--- src/rtl/sd_scoreboard_arbiter.sv ---
// -----------------------------------------------------------------------------
// sd_scoreboard_arbiter
//
// Request arbiter and response router in front of the scoreboard FSM.
// Merges read / write / masked-write requests from `clients` requesters onto a
// single ip_* request port. The requester index travels with the request as the
// transaction ID. Read results on the ic_* port are steered back to the
// requester named by ic_txid.
//
// Arbitration mode is chosen at build time:
//   SDLIB_SCBARB_RR_EN defined   : round-robin, starting from pointer `ptr`
//   SDLIB_SCBARB_RR_EN undefined : fixed priority, lowest index wins
//
// Parameters:
//   clients  number of requesters (clients <= 2**txid_sz)
//   width    record width in bits
//   items    number of scoreboard items
//   txid_sz  transaction ID width
//   asz      item address width
//
// Ports:
//   clk, reset       clock and synchronous active-high reset
//   p_srdy/p_drdy    per-requester request handshake
//   p_req_type       per-requester request type (0 = read, 1 = write)
//   p_mask, p_data   packed per-requester write mask / data ([i*width +: width])
//   p_itemid         packed per-requester item IDs ([i*asz +: asz])
//   ip_*             merged request port to the scoreboard
//   ic_*             read-result port from the scoreboard
//   c_srdy/c_drdy    per-requester result handshake
//   c_data           result data, broadcast to all requesters
// -----------------------------------------------------------------------------
module sd_scoreboard_arbiter #(
  parameter int clients = 4,
  parameter int width   = 8,
  parameter int items   = 64,
  parameter int txid_sz = 2,
  parameter int asz     = $clog2(items)
) (
  input  logic                     clk,
  input  logic                     reset,
  // requester side
  input  logic [clients-1:0]       p_srdy,
  output logic [clients-1:0]       p_drdy,
  input  logic [clients-1:0]       p_req_type,
  input  logic [clients*width-1:0] p_mask,
  input  logic [clients*width-1:0] p_data,
  input  logic [clients*asz-1:0]   p_itemid,
  // scoreboard request side
  output logic                     ip_srdy,
  input  logic                     ip_drdy,
  output logic                     ip_req_type,
  output logic [txid_sz-1:0]       ip_txid,
  output logic [width-1:0]         ip_mask,
  output logic [width-1:0]         ip_data,
  output logic [asz-1:0]           ip_itemid,
  // scoreboard result side
  input  logic                     ic_srdy,
  output logic                     ic_drdy,
  input  logic [txid_sz-1:0]       ic_txid,
  input  logic [width-1:0]         ic_data,
  // requester result side
  output logic [clients-1:0]       c_srdy,
  input  logic [clients-1:0]       c_drdy,
  output logic [width-1:0]         c_data
);

  typedef enum logic {
    s_open,
    s_locked
  } state_t;

  state_t             state;
  logic [txid_sz-1:0] gnt;      // requester holding the lock
  logic [txid_sz-1:0] win;      // arbitration winner this cycle (open state)
  logic [txid_sz-1:0] sel;      // requester currently driving ip_*
  logic               any_req;
  logic               sel_req;  // p_srdy of the selected requester
  logic               accept;   // request handed to the scoreboard this cycle
  logic               ic_drdy_raw;

`ifdef SDLIB_SCBARB_RR_EN
  logic [txid_sz-1:0] ptr;      // next preferred requester

  // First requester with p_srdy set, searching start, start+1, ... with wrap.
  // When nobody requests, the result is `start`, whose p_srdy is then 0.
  function automatic logic [txid_sz-1:0] pick_rr(input logic [clients-1:0] req,
                                                 input logic [txid_sz-1:0] start);
    logic [txid_sz-1:0] res;
    logic               found;
    int                 idx;
    res   = start;
    found = 1'b0;
    for (int k = 0; k < clients; k++) begin
      idx = (int'(start) + k) % clients;
      if (!found && req[idx]) begin
        res   = txid_sz'(idx);
        found = 1'b1;
      end
    end
    return res;
  endfunction

  function automatic logic [txid_sz-1:0] next_ptr(input logic [txid_sz-1:0] idx);
    return txid_sz'((int'(idx) + 1) % clients);
  endfunction
`else
  // Lowest-index requester with p_srdy set; 0 when nobody requests.
  function automatic logic [txid_sz-1:0] pick_fixed(input logic [clients-1:0] req);
    logic [txid_sz-1:0] res;
    res = '0;
    for (int i = clients - 1; i >= 0; i--) begin
      if (req[i]) res = txid_sz'(i);
    end
    return res;
  endfunction
`endif

  // ---------------------------------------------------------------------------
  // Request path (combinational, zero latency)
  // ---------------------------------------------------------------------------
  assign any_req = |p_srdy;

  always_comb begin
`ifdef SDLIB_SCBARB_RR_EN
    win = pick_rr(p_srdy, ptr);
`else
    win = pick_fixed(p_srdy);
`endif
  end

  // While locked, other requesters are ignored so the granted request stays
  // stable across the scoreboard's two-cycle read-modify-write path.
  assign sel = (state == s_locked) ? gnt : win;

  // NOTE: every output of this block gets a default first, so no path through
  // the loop can leave a signal unassigned and infer a latch.
  always_comb begin
    sel_req     = 1'b0;
    ip_req_type = 1'b0;
    ip_mask     = '0;
    ip_data     = '0;
    ip_itemid   = '0;
    for (int i = 0; i < clients; i++) begin
      if (sel == txid_sz'(i)) begin
        sel_req     = p_srdy[i];
        ip_req_type = p_req_type[i];
        ip_mask     = p_mask[i*width +: width];
        ip_data     = p_data[i*width +: width];
        ip_itemid   = p_itemid[i*asz +: asz];
      end
    end
    // Data fields read as zero while reset is asserted.
    if (reset) begin
      ip_req_type = 1'b0;
      ip_mask     = '0;
      ip_data     = '0;
      ip_itemid   = '0;
    end
  end

  // In the open state the winner always has p_srdy set when anyone requests,
  // so sel_req doubles as "any request"; while locked it tracks only the
  // grant holder, and a dropped p_srdy (protocol error) simply idles the port.
  assign ip_srdy = !reset && sel_req;
  assign ip_txid = reset ? '0 : sel;

  // ip_drdy only counts while a request is actually being offered.
  assign accept = ip_srdy && ip_drdy;

  always_comb begin
    p_drdy = '0;
    for (int i = 0; i < clients; i++) begin
      p_drdy[i] = accept && (sel == txid_sz'(i));
    end
  end

  // ---------------------------------------------------------------------------
  // Arbiter state
  // ---------------------------------------------------------------------------
  // NOTE: sequential state uses non-blocking assignments only, so every
  // register samples the pre-edge values of the others.
  always_ff @(posedge clk) begin
    if (reset) begin
      state <= s_open;
      gnt   <= '0;
`ifdef SDLIB_SCBARB_RR_EN
      ptr   <= '0;
`endif
    end else begin
      unique case (state)
        s_open: begin
          // Accepted in the same cycle: no lock needed.
          if (any_req && !ip_drdy) begin
            gnt   <= win;
            state <= s_locked;
          end
        end
        s_locked: begin
          if (accept) state <= s_open;
        end
        default: state <= s_open;
      endcase
`ifdef SDLIB_SCBARB_RR_EN
      if (accept) ptr <= next_ptr(sel);
`endif
    end
  end

  // ---------------------------------------------------------------------------
  // Response path (combinational, zero latency)
  // ---------------------------------------------------------------------------
  // A transaction ID that names no requester is acknowledged and dropped.
  always_comb begin
    c_srdy      = '0;
    ic_drdy_raw = 1'b1;
    for (int i = 0; i < clients; i++) begin
      if (ic_txid == txid_sz'(i)) begin
        c_srdy[i]   = ic_srdy && !reset;
        ic_drdy_raw = c_drdy[i];
      end
    end
  end

  assign ic_drdy = !reset && ic_drdy_raw;
  assign c_data  = ic_data;

endmodule

--- config.mk ---
export PLATFORM = sky130hd
export DESIGN_NAME = sd_scoreboard_arbiter
export DESIGN_NICKNAME = d
export VERILOG_FILES = /design/src/rtl/sd_scoreboard_arbiter.sv
export SDC_FILE = /design/constraint.sdc
export NUM_CORES = 1
export LEC_CHECK = 0
export ABC_AREA = 0
export CAP_MARGIN = 30
export CORE_UTILIZATION = 24
export DETAILED_ROUTE_END_ITERATION = 8
export GPL_TIMING_DRIVEN = 0
export HOLD_SLACK_MARGIN = 0.05
export PLACE_DENSITY = 0.91
export SYNTH_ARGS = -nofsm -noshare
export SYNTH_HDL_FRONTEND = slang
export SYNTH_SLANG_ARGS = --single-unit
--- constraint.sdc ---
create_clock -name clk -period 1.69 [get_ports clk]
set_input_delay 0.2535 -clock clk [delete_from_list [all_inputs] [get_ports clk]]
set_output_delay 0.2535 -clock clk [all_outputs]
set_load 0.01 [all_outputs]
Word level (Yosys, flattened, before mapping)
Index checks and enable logic that the tools add are counted.
{"block": "word_totals", "output_inout_bits": 43, "inputBits": 114, "mem_bits_rw": 0, "n_memories": 0, "latchBits": 0, "mem_bits_ro": 0, "reg_bits": 3}
{"block": "classes", "n_div": 0, "n_lt_le_gt_ge": 0, "n_addsub": 0, "bitwise_logic": 1, "reduce_logical": 15, "n_shift": 0, "n_mul": 0, "mux": 41, "n_eq_ne": 6}
{"cell": "$mux W8", "n": 10}
{"cell": "$mux W6", "n": 5}
{"cell": "$mux W1", "n": 19}
{"cell": "$mux W2", "n": 6}
{"cell": "$logic_and A1 B1 Y1", "n": 9}
{"cell": "$eq A2 B2 Y1 const B", "n": 4}
{"cell": "$eq A2 B1 Y1 const B", "n": 2}
{"cell": "$logic_not A2 Y1", "n": 2}
{"cell": "$reduce_or A4 Y1", "n": 1}
{"cell": "$logic_not A1 Y1", "n": 2}
{"cell": "$pmux W1 S2", "n": 1}
{"cell": "$reduce_and A2 Y1", "n": 1}
{"cell": "$not A1 Y1", "n": 1}

Depth between registers and ports, before layout
Gate-level depths: netlist of the first run.
{"block": "logic_depth", "depth_word": 14, "depth_mapped": 7, "ltp_nobuf": 4}

Worst setup path after synthesis of the first run
No wires, ideal clock.
{"block": "synth_timing", "path_kind": "register to output", "from": "register state", "to": "output ip_itemid[0]", "slack_ns": -0.046, "arrival_ns": 1.482, "n_path_buf": 3, "stages_incl_launch_ff": 8, "path_cell_list": "dfxtp_1 -> buf_2 -> nand2_1 -> inv_2 -> or3_1 -> clkbuf_1 -> buf_4 -> o22ai_1"}
{"block": "synth_between", "elab_chain_len": 7}
{"element": "start, declared", "line_no": "72", "text": "state_t state;"}
{"element": "start signal, assigned", "line_no": "184", "text": "state <= s_open;"}
{"element": "start signal, assigned", "line_no": "195", "text": "state <= s_locked;"}
{"element": "start signal, assigned", "line_no": "199", "text": "if (accept) state <= s_open;"}
{"element": "$mux W2 *", "line_no": "133", "text": "assign sel = (state == s_locked) ? gnt : win;"}
{"element": "$logic_not A2 Y1", "line_no": "144", "text": "if (sel == txid_sz'(i)) begin"}
{"element": "$mux W6 (3 in a row)", "line_no": "144"}
{"element": "$mux W6 *", "line_no": "144"}
{"element": "$mux W6 *", "line_no": "153", "text": "if (reset) begin"}
{"element": "end, declared", "line_no": "55", "text": "output logic [asz-1:0] ip_itemid,"}
Mark *: on every way between the ends. The rest lies on a longest branch, timed or not.

Worst setup path after layout of the first run
{"block": "layout_timing", "from": "input p_srdy[0]", "to": "output ip_mask[7]"}
{"block": "layout_between", "elab_chain_len": 8}
{"element": "start, declared", "line_no": "42", "text": "input logic [clients-1:0] p_srdy,"}
{"element": "$mux W2 *", "line_no": "112", "text": "if (req[i]) res = txid_sz'(i);"}
{"element": "$mux W2 *", "line_no": "133"}
{"element": "$logic_not A2 Y1", "line_no": "144"}
{"element": "$mux W8 (3 in a row)", "line_no": "144"}
{"element": "$mux W8 *", "line_no": "144"}
{"element": "$mux W8 *", "line_no": "153"}
{"element": "end, declared", "line_no": "53", "text": "output logic [width-1:0] ip_mask,"}
Marks and branches as above.

==> results.sh, run 1 <==
export IMPL_power_frac_clock=0.168
export IMPL_tns_ps=-7480
export IMPL_synth_edff_count=0
export IMPL_violations="negative setup slack"
export IMPL_setup_worst_path_end_class="output pin"
export IMPL_place_ws_ps=-1200
export IMPL_netlist_area_um2=1250
export IMPL_dp_hpwl_mm=4.54
export IMPL_die_x_um=74.1
export IMPL_drc=0
export IMPL_slew_limit_headroom=0.824
export IMPL_setup_viol=28
export IMPL_fmax_ghz=0.496
export IMPL_coreArea_um2=4850
export IMPL_dr_first_iter_drc_count=32
export IMPL_ys_warnings_count=0
export IMPL_rsz0062_at_grt="yes"
export IMPL_area_delta_synth_final_pct=161
export IMPL_syn_avg_cell_area_um2=8.67
export IMPL_yosys_area_top_type_share=0.385
export IMPL_ys_ff_latch=3
export IMPL_grt_start_max_net_pins=11
export IMPL_synthCells=144
export IMPL_grt_pass1_vias=1897
export IMPL_status="finished with violations"
export IMPL_grt_busiest_layer="met2"
export IMPL_switching_share=0.334
export IMPL_p_leak_nw=1.34
export IMPL_drtAntennaViolNets=0
export IMPL_synth_distinct_cells=38
export IMPL_wl_per_cell_um=15.6
export IMPL_power_switching_mw=0.418
export IMPL_final_hold_viol_count=0
export IMPL_critPathLaunchType="input port"
export IMPL_fin_crit_ps=2020
export IMPL_fin_ws_ps=-327
export IMPL_crit_fanout=6
export IMPL_antenna_found_initial=0
export IMPL_ys_top_cells_by_area="mux2i_1, o22ai_2, buf_4"
export IMPL_hold_class="input port to flop"
export IMPL_grt_pass1_wl_mm=8.65
export IMPL_power_frac_comb=0.766
export IMPL_clockRootBuffer="clkbuf_8"
export IMPL_totalWireLength_mm=6.06
export IMPL_startpoint="p_srdy[0]"
export IMPL_met1_usage=0.217
export IMPL_diodes=0
export IMPL_critPathKind="input port to output pin"
export IMPL_crit_required_ps=1440
export IMPL_tritoncts="yes"
export IMPL_period_share=1.19
export IMPL_r2r_cells=5
export IMPL_h_tree_depth=1
export IMPL_p_int_mw=0.833
export IMPL_port_buffers=148
export IMPL_viasPerCell=4.80
export IMPL_endpoint="ip_mask[7]"
export IMPL_start_util=0.258
export IMPL_die_h_um=74.1
export IMPL_crit_arrival_ps=1760
export IMPL_clk_pin_slew_worst_paths_ps=30
export IMPL_synth_flop_cell="dfxtp_1"
export IMPL_p_total_mw=1.25
export IMPL_grtUsageMet3=0.0352
export IMPL_cts_buffer_depth=2
export IMPL_cap_violations=0
export IMPL_gp_congestion=0.761
export IMPL_insertion_delay_ps=220
export IMPL_fin_skew_ps=1.87
export IMPL_rr_startpoint="state"
export IMPL_drive_above_1_share=0.419
export IMPL_yosys_area_top_type="mux2i_1"
export IMPL_overflow=0
export IMPL_clkSinkCount=3
export IMPL_syn_nets=258
export IMPL_nets=437
export IMPL_seq_power_share=0.067
export IMPL_r2r_slack_ps=190
export IMPL_r2r_end="state"
export IMPL_die_area_um2=5500
export IMPL_grt_met2_usage=0.405
export IMPL_finalMaxSlewViolations=0
export IMPL_track_usage=0.205
export IMPL_ys_async_sr_fraction=0
export IMPL_powerDensity_nw_per_um2=384
export IMPL_ys_seq_area_frac=0.0481
export IMPL_cts_buffers_inserted=3
export IMPL_tightest_slew_ps=256
export IMPL_placementRows=25
export IMPL_vias=1866
export IMPL_cts_hold_buf=0
export IMPL_ir_worst_vdd_v=0.000322
export IMPL_ios=157
export IMPL_dr_pass1_iters=4
[logic make-up (layout without fill, tap and decap cells)]
logic type      after synthesis  count (layout)  share of synthesized area
buf+inv                      25             203                      0.130
compound gates               37              37                      0.293
flops                         3               3                     0.0481
mux                          49              49                      0.403
simple gates                 30              30                      0.126
[Yosys cell counts (2+ instances only)]
| library cell | count |
|---|---|
| mux2i_1 | 48 |
| o22ai_2 | 15 |
| buf_4 | 11 |
| nor2_1 | 9 |
| o22ai_1 | 9 |
| nand2_1 | 5 |
| buf_2 | 4 |
| inv_1 | 4 |
| dfxtp_1 | 3 |
| nor3_1 | 3 |
| a21o_1 | 2 |
| and2_1 | 2 |
| and3_1 | 2 |
| inv_2 | 2 |
| o21a_1 | 2 |
[worst max-delay path: stages]
cell and delay [ps]:
buf_12 110, or2_4 260, o31ai_4 240, buf_6 150, buf_8 120, buf_6 100
buf_6 100, mux2i_1 180, o22ai_1 100, buf_2 150
[stage by stage]
| stage | cell area, µm² | hold WS (ps) | utilization | instances |
|---|---|---|---|---|
| 6_report | 3250 | 323 | 0.671 | 389 |
| 5_1_grt | 3250 | 335 | 0.671 | 389 |
| 4_1_cts | 3150 | 350 | 0.649 | 384 |
| 3_5_place_dp | 2820 | 508 | 0.582 | 359 |
| 3_3_place_gp | 2820 | 494 | 0.582 | 359 |
| 2_1_floorplan | 1260 | 332 | - | 144 |
[repair_timing]
item / 4_1_cts / 5_1_grt
gates cloned: 4 / 1
endpoints found under the setup margin: 36 / 29
pin swaps: 26 / 8
setup buffers: 18 / 7
gates resized for setup: 197 / 26
[layout by cell type, fill, tap and decap left out, types with 3 or more instances in the layout]
| cell | synthesis | routed |
|---|---|---|
| buf_12 | 0 | 6 |
| buf_2 | 4 | 30 |
| buf_4 | 11 | 26 |
| buf_6 | 1 | 12 |
| buf_8 | 1 | 3 |
| clkbuf_8 | 0 | 3 |
| clkdlybuf4s50_1 | 0 | 106 |
| dlygate4sd2_1 | 0 | 7 |
| inv_1 | 4 | 4 |
| mux2i_1 | 48 | 34 |
| mux2i_2 | 0 | 10 |
| mux2i_4 | 0 | 4 |
| nand2_1 | 5 | 4 |
| nor2_1 | 9 | 8 |
| o22ai_1 | 9 | 6 |
| o22ai_2 | 15 | 17 |
[flip-flops by register name (all words and copies together), names as in the netlist]
register,flops
gnt,2
state,1
[per-layer routing]
metal | wire length [µm] | up-vias | part of all wire
li1 | - | 898 | -
met1 | 2220 | 864 | 0.37
met2 | 3340 | 89 | 0.55
met3 | 366 | 15 | 0.060
met4 | 136 | 0 | 0.022
met5 | 0 | - | 0
[worst min path at each step]
stage / depth (start not counted) / to / slack (ps) / start
detailed placement: 1 / gnt[1] / 510 / gnt[1]
finish: 3 / gnt[0] / 320 / p_srdy[0]
global route: 3 / gnt[0] / 340 / p_srdy[0]
global placement: 1 / gnt[1] / 490 / gnt[1]
CTS: 3 / gnt[0] / 350 / p_srdy[0]
floorplan: 1 / gnt[0] / 330 / reset
[area by class of cell]
class,count,area [µm²]
repair buffers,176,1630
flip-flops and latches,3,63.8
fillers,399,1590
plain buffers,17,191
well taps,67,83.8
clock buffers,4,45.0
multi-input cells,116,1210
inverters,6,25.0
[power groups by stage]
stage	logic [mW]	registers [mW]	clock network (mW)
CTS	0.919	0.0840	0.212
floorplan	0.358	0.0815	0
global route	1.01	0.0839	0.220
finish	0.958	0.0833	0.210
detailed placement	0.819	0.0829	0
global placement	0.806	0.0827	0
(Power assumes the default switching activity.)
==> run 2: changes to the inputs <==
Settings changed: CTS_CLUSTER_DIAMETER set to 150, SETUP_SLACK_MARGIN set to 0.05.
==> run 2 against run 1 <==
  * The flow still finishes with violations (negative setup slack)
  * Design area increased by 0.88%
  * Core utilization increased by 0.59 points
  * First-iteration DRC count increased by 9.4%
  * Hold slack improved by 20 ps
  * Critical endpoint is now ip_itemid[0]
  * Sequential share of layout area about the same
  * Via count decreased by 3.1%
  * Global-route usage decreased by 0.39 points
==> results.sh, run 2 (same netlist as run 1, synthesis figures left out) <==
export IMPL_seq_power_share=0.065
export IMPL_track_usage=0.201
export IMPL_largest_registers="gnt: 2 flops, state: 1 flops"
export IMPL_start_util=0.258
export IMPL_grt_pass1_wl_mm=8.55
export IMPL_die_area_um2=5500
export IMPL_largest_reg_flops=2
export IMPL_r2r_slack_ps=150
export IMPL_cp_slowest_stage_delay_ps=250
export IMPL_p_leak_nw=1.35
export IMPL_multi_input_area_um2=1280
export IMPL_cap_violations=0
export IMPL_rr_startpoint="state"
export IMPL_crit_fanout=7
export IMPL_h_tree_depth=1
export IMPL_violations="negative setup slack"
export IMPL_r2r_cells=9
export IMPL_cpMostUsedCell="buf_6"
export IMPL_largest_register="gnt"
export IMPL_fin_skew_ps=0.962
export IMPL_p_total_mw=1.27
export IMPL_path_delay_family="buffers and inverters"
export IMPL_clkSinkCount=3
export IMPL_vias=1809
export IMPL_viasPerCell=4.74
export IMPL_cts_buffer_depth=2
export IMPL_regArea_um2=63.8
export IMPL_critPathKind="input port to output pin"
export IMPL_port_buffers=148
export IMPL_insertion_delay_ps=220
export IMPL_clk_pin_slew_worst_paths_ps=30
export IMPL_ir_worst_vdd_v=0.000244
export IMPL_setup_worst_path_end_class="output pin"
export IMPL_placementRows=25
export IMPL_slowest_stage="o31ai_4"
export IMPL_power_frac_clock=0.166
export IMPL_p_int_mw=0.841
export IMPL_powerDensity_nw_per_um2=387
export IMPL_slew_limit_headroom=0.755
export IMPL_drive_above_1_share=0.438
export IMPL_switching_share=0.338
export IMPL_hold_class="input port to flop"
export IMPL_tightest_slew_ps=368
export IMPL_startpoint="p_srdy[0]"
export IMPL_grt_pass1_vias=1818
export IMPL_crit_arrival_ps=1840
export IMPL_place_ws_ps=-1190
export IMPL_fin_ws_ps=-405
export IMPL_dr_pass1_iters=4
export IMPL_status="finished with violations"
export IMPL_finalInstanceArea_um2=3280
export IMPL_min_path_cells=3
export IMPL_fillers=404
export IMPL_setup_viol=28
export IMPL_placed_area_um2=2880
export IMPL_placed_cells=359
export IMPL_endpoint="ip_itemid[0]"
export IMPL_fin_crit_ps=2090
export IMPL_fin_cells=382
export IMPL_drc=0
export IMPL_cts_hold_buf=0
export IMPL_r2r_end="state"
export IMPL_power_frac_comb=0.769
export IMPL_die_x_um=74.1
export IMPL_cts_buffers_inserted=3
export IMPL_gp_congestion=0.779
export IMPL_critical_path_depth=10
export IMPL_antenna_found_initial=0
export IMPL_critPathLaunchType="input port"
export IMPL_grt_start_max_net_pins=11
export IMPL_rsz0062_at_grt="yes"
export IMPL_nets=430
export IMPL_overflow=0
export IMPL_drtAntennaViolNets=0
export IMPL_die_h_um=74.1
export IMPL_dr_first_iter_drc_count=35
export IMPL_area_delta_synth_final_pct=163
export IMPL_coreArea_um2=4850
export IMPL_final_hold_viol_count=0
export IMPL_ios=157
export IMPL_tritoncts="yes"
export IMPL_diodes=0
export IMPL_totalWireLength_mm=6.17
export IMPL_clockRootBuffer="clkbuf_8"
export IMPL_final_cell_mix="clkdlybuf4s50_1, buf_2, mux2i_1"
export IMPL_finalMaxSlewViolations=0
export IMPL_wl_per_cell_um=16.1
export IMPL_final_common_cell="clkdlybuf4s50_1"
export IMPL_power_switching_mw=0.429
export IMPL_dp_hpwl_mm=4.57
export IMPL_crit_required_ps=1440
export IMPL_crit_buf_inv=6
export IMPL_critical_path_cell_chain="buf_6, or2_4, o31ai_4, buf_6, buf_8, buf_6, buf_6, mux2i_2, o22ai_2, buf_2"
export IMPL_fmax_ghz=0.477
export IMPL_period_share=1.24
[run 2: cell count changes in the layout (fill, tap and decap cells not counted), moves of 2 or more]
cell	change
buf_4	-7
mux2i_1	-6
dlymetal6s2s_1	+4
clkdlybuf4s50_1	-3
mux2i_2	+3
mux2i_4	+3
buf_6	-2
clkdlybuf4s15_2	+2
dlygate4sd2_1	-2
o22ai_1	-2
o22ai_2	+2
[run 2: cell type report]
cell class | count | share of cell area
Sequential cell | 3 | 0.0194
Multi-Input combinational cell | 116 | 0.390
Inverter | 6 | 0.00686
Tap cell | 67 | 0.0255
Buffer | 17 | 0.0617
Clock buffer | 4 | 0.0137
Timing Repair Buffer | 169 | 0.483
[run 2: through the flow]
| stage | setup TNS [ps] | util | hold WS, ps |
|---|---|---|---|
| 2_1_floorplan | 0 | - | 332 |
| 3_3_place_gp | -35480 | 0.595 | 481 |
| 3_5_place_dp | -35150 | 0.595 | 499 |
| 4_1_cts | -8590 | 0.655 | 341 |
| 5_1_grt | -10090 | 0.677 | 350 |
| 6_report | -8010 | 0.677 | 343 |
[run 2: worst min path at each step]
stage          startpoint  slack [ps]     end
5_1_grt         p_srdy[0]         350  gnt[0]
6_report        p_srdy[0]         340  gnt[0]
2_1_floorplan       reset         330  gnt[0]
3_3_place_gp       gnt[1]         480  gnt[1]
4_1_cts         p_srdy[0]         340  gnt[0]
3_5_place_dp       gnt[1]         500  gnt[1]
[run 2: tightest hold or removal path, delay by kind of cell]
family,cells,cell delay [ps]
buffers and inverters,1,100
AOI/OAI and AO/OA,2,140
[run 2: power groups by stage]
stage / combinational [mW] / clock, mW / sequential [mW]
final: 0.977 / 0.211 / 0.0820
after global routing: 1.03 / 0.223 / 0.0827
after CTS: 0.928 / 0.215 / 0.0822
after detailed placement: 0.842 / 0 / 0.0836
after global placement: 0.832 / 0 / 0.0833
after floorplan: 0.381 / 0 / 0.0823
[run 2: routing by layer]
metal,GRT usage,up-vias,share of wire
li1,-,888,-
met1,0.234,829,0.40
met2,0.380,84,0.54
met3,0.0325,8,0.053
met4,0.0449,0,0.013
met5,0,-,0
[run 2: what timing repair did]
item | 4_1_cts | 5_1_grt
cloned | 2 | 1
setup buffers | 17 | 2
pin swaps | 19 | 7
resized for setup | 186 | 38
endpoints found under the setup margin | 36 | 32
==> run 3: changes to the inputs <==
Clock period 1.69 ns to 1.8 ns, I/O delays scaled along.
==> run 3 against run 2 <==
  * Largest power group unchanged
  * Core utilization rose by 6.0 points
  * Die area did not move
  * Sequential power is 3.3% lower
  * Global-route usage rose by 4.1 points
  * Clock power shrank 4%
  * The run still ends with negative setup slack left
  * Critical path depth is the same
  * Combinational power grew 6%
  * Register-to-register slack lost 60 ps
  * Critical path type unchanged
  * Sequential share of layout area down 0.12 points
==> results.sh, run 3 (same netlist as run 1, synthesis figures left out) <==
export IMPL_final_hold_viol_count=0
export IMPL_powerDensity_nw_per_um2=369
export IMPL_cts_buffer_depth=2
export IMPL_holdPathEnd="gnt[0]"
export IMPL_period_share=1.17
export IMPL_fin_skew_ps=1.44
export IMPL_vias=1929
export IMPL_finalMaxSlewViolations=0
export IMPL_tritoncts="yes"
export IMPL_cap_violations=0
export IMPL_grt_start_max_net_pins=11
export IMPL_drtAntennaViolNets=0
export IMPL_critical_path_depth=10
export IMPL_slowest_stage="or2_4"
export IMPL_setup_worst_path_end_class="output pin"
export IMPL_diodes=0
export IMPL_gp_congestion=0.778
export IMPL_crit_arrival_ps=1830
export IMPL_slew_limit_headroom=0.740
export IMPL_crit_required_ps=1530
export IMPL_overflow=0
export IMPL_die_x_um=74.1
export IMPL_clk_pin_slew_worst_paths_ps=30
export IMPL_fmax_ghz=0.477
export IMPL_p_total_mw=1.32
export IMPL_crit_buf_inv=6
export IMPL_totalWireLength_mm=7.19
export IMPL_path_delay_family="buffers and inverters"
export IMPL_final_cell_mix="clkdlybuf4s50_1, buf_2, mux2i_1"
export IMPL_final_common_cell="clkdlybuf4s50_1"
export IMPL_setup_viol=26
export IMPL_worstHoldStart="p_srdy[2]"
export IMPL_nets=443
export IMPL_r2r_slack_ps=90
export IMPL_start_util=0.258
export IMPL_critPathLaunchType="input port"
export IMPL_die_h_um=74.1
export IMPL_r2r_cells=7
export IMPL_rsz0062_at_grt="yes"
export IMPL_clkSinkCount=3
export IMPL_viasPerCell=4.88
export IMPL_rr_startpoint="state"
export IMPL_grt_pass1_wl_mm=9.91
export IMPL_wl_per_cell_um=18.2
export IMPL_min_path_cells=3
export IMPL_power_frac_clock=0.153
export IMPL_seq_power_share=0.060
export IMPL_h_tree_depth=1
export IMPL_whs_ps=452
export IMPL_regArea_um2=65.1
export IMPL_largest_reg_flops=2
export IMPL_port_buffers=148
export IMPL_violations="negative setup slack"
export IMPL_cp_slowest_stage_delay_ps=260
export IMPL_coreArea_um2=4850
export IMPL_ir_worst_vdd_v=0.000187
export IMPL_fin_ws_ps=-297
export IMPL_insertion_delay_ps=220
export IMPL_grt_pass1_vias=2014
export IMPL_r2r_end="state"
export IMPL_drc=0
export IMPL_power_switching_mw=0.451
export IMPL_cts_buffers_inserted=3
export IMPL_crit_fanout=4
export IMPL_multi_input_area_um2=1360
export IMPL_p_leak_nw=1.46
export IMPL_status="finished with violations"
export IMPL_critPathKind="input port to output pin"
export IMPL_ios=157
export IMPL_power_frac_comb=0.787
export IMPL_tightest_slew_ps=391
export IMPL_placementRows=25
export IMPL_switching_share=0.342
export IMPL_antenna_found_initial=0
export IMPL_area_delta_synth_final_pct=186
export IMPL_die_area_um2=5500
export IMPL_drive_above_1_share=0.476
export IMPL_clockRootBuffer="clkbuf_8"
export IMPL_largest_registers="gnt: 2 flops, state: 1 flops"
export IMPL_critical_path_cell_chain="buf_8, or2_4, o31ai_4, buf_6, buf_12, buf_8, buf_6, mux2i_4, o22ai_2, buf_2"
export IMPL_hold_class="input port to flop"
export IMPL_dr_first_iter_drc_count=66
export IMPL_track_usage=0.242
export IMPL_p_int_mw=0.870
export IMPL_largest_register="gnt"
export IMPL_dp_hpwl_mm=4.72
export IMPL_fin_crit_ps=2100
export IMPL_fillers=336
export IMPL_dr_pass1_iters=4
==> run 3: worst max path at each step <==
stage / startpoint / end / slack (ps)
after floorplan: state / ip_itemid[0] / 50
after global placement: p_srdy[0] / ip_mask[1] / -1110
after detailed placement: p_srdy[0] / ip_mask[1] / -1110
after CTS: p_srdy[1] / ip_data[6] / -300
after global routing: p_srdy[1] / ip_data[6] / -350
final: p_srdy[1] / ip_data[6] / -300
==> run 3: routing by layer <==
layer,track usage,part of all wire,vias up,wire (µm)
met4,0.113,0.024,0,173
met1,0.253,0.36,910,2550
met3,0.0501,0.054,18,390
met5,0,0,-,0
li1,-,-,912,-
met2,0.459,0.57,89,4070
==> run 3: layout make-up <==
type | instances | share of cell area
tap | 67 | 0.0234
clock buffer | 4 | 0.0126
timing repair buffer | 182 | 0.501
sequential | 3 | 0.0182
inverter | 6 | 0.00770
multi-input combinational | 116 | 0.380
buffer | 17 | 0.0570
==> run 3: per-stage QoR <==
stage               cell area [µm²]  std cells  TNS (ps)  setup WS [ps]   util
detailed placement             2810        359    -31700          -1110  0.580
CTS                            3310        386     -5640           -300  0.683
floorplan                      1250        144         0           47.9      -
global placement               2810        359    -30510          -1110  0.580
finish                         3580        395     -6270           -297  0.738
global route                   3580        395     -7530           -349  0.738
==> run 3: power by group through the flow <==
stage	Sequential [mW]	Combinational, mW	Clock [mW]
after floorplan	0.0765	0.334	0
after global placement	0.0774	0.757	0
after detailed placement	0.0774	0.767	0
after CTS	0.0779	0.922	0.200
after global routing	0.0798	1.09	0.208
final	0.0793	1.04	0.202
==> run 3: repair_timing <==
item                                    4_1_cts  5_1_grt
buffers inserted                             17       10
cloned                                        7        1
resized for setup                           212       54
pin swaps                                    17       13
hold buffers                                  0        0
endpoints found under the setup margin       36       30
==> run 3: worst min-delay path, cell delays in order <==
cell      delay, ps
buf_2           160
a21o_1          130
a221oi_1         60
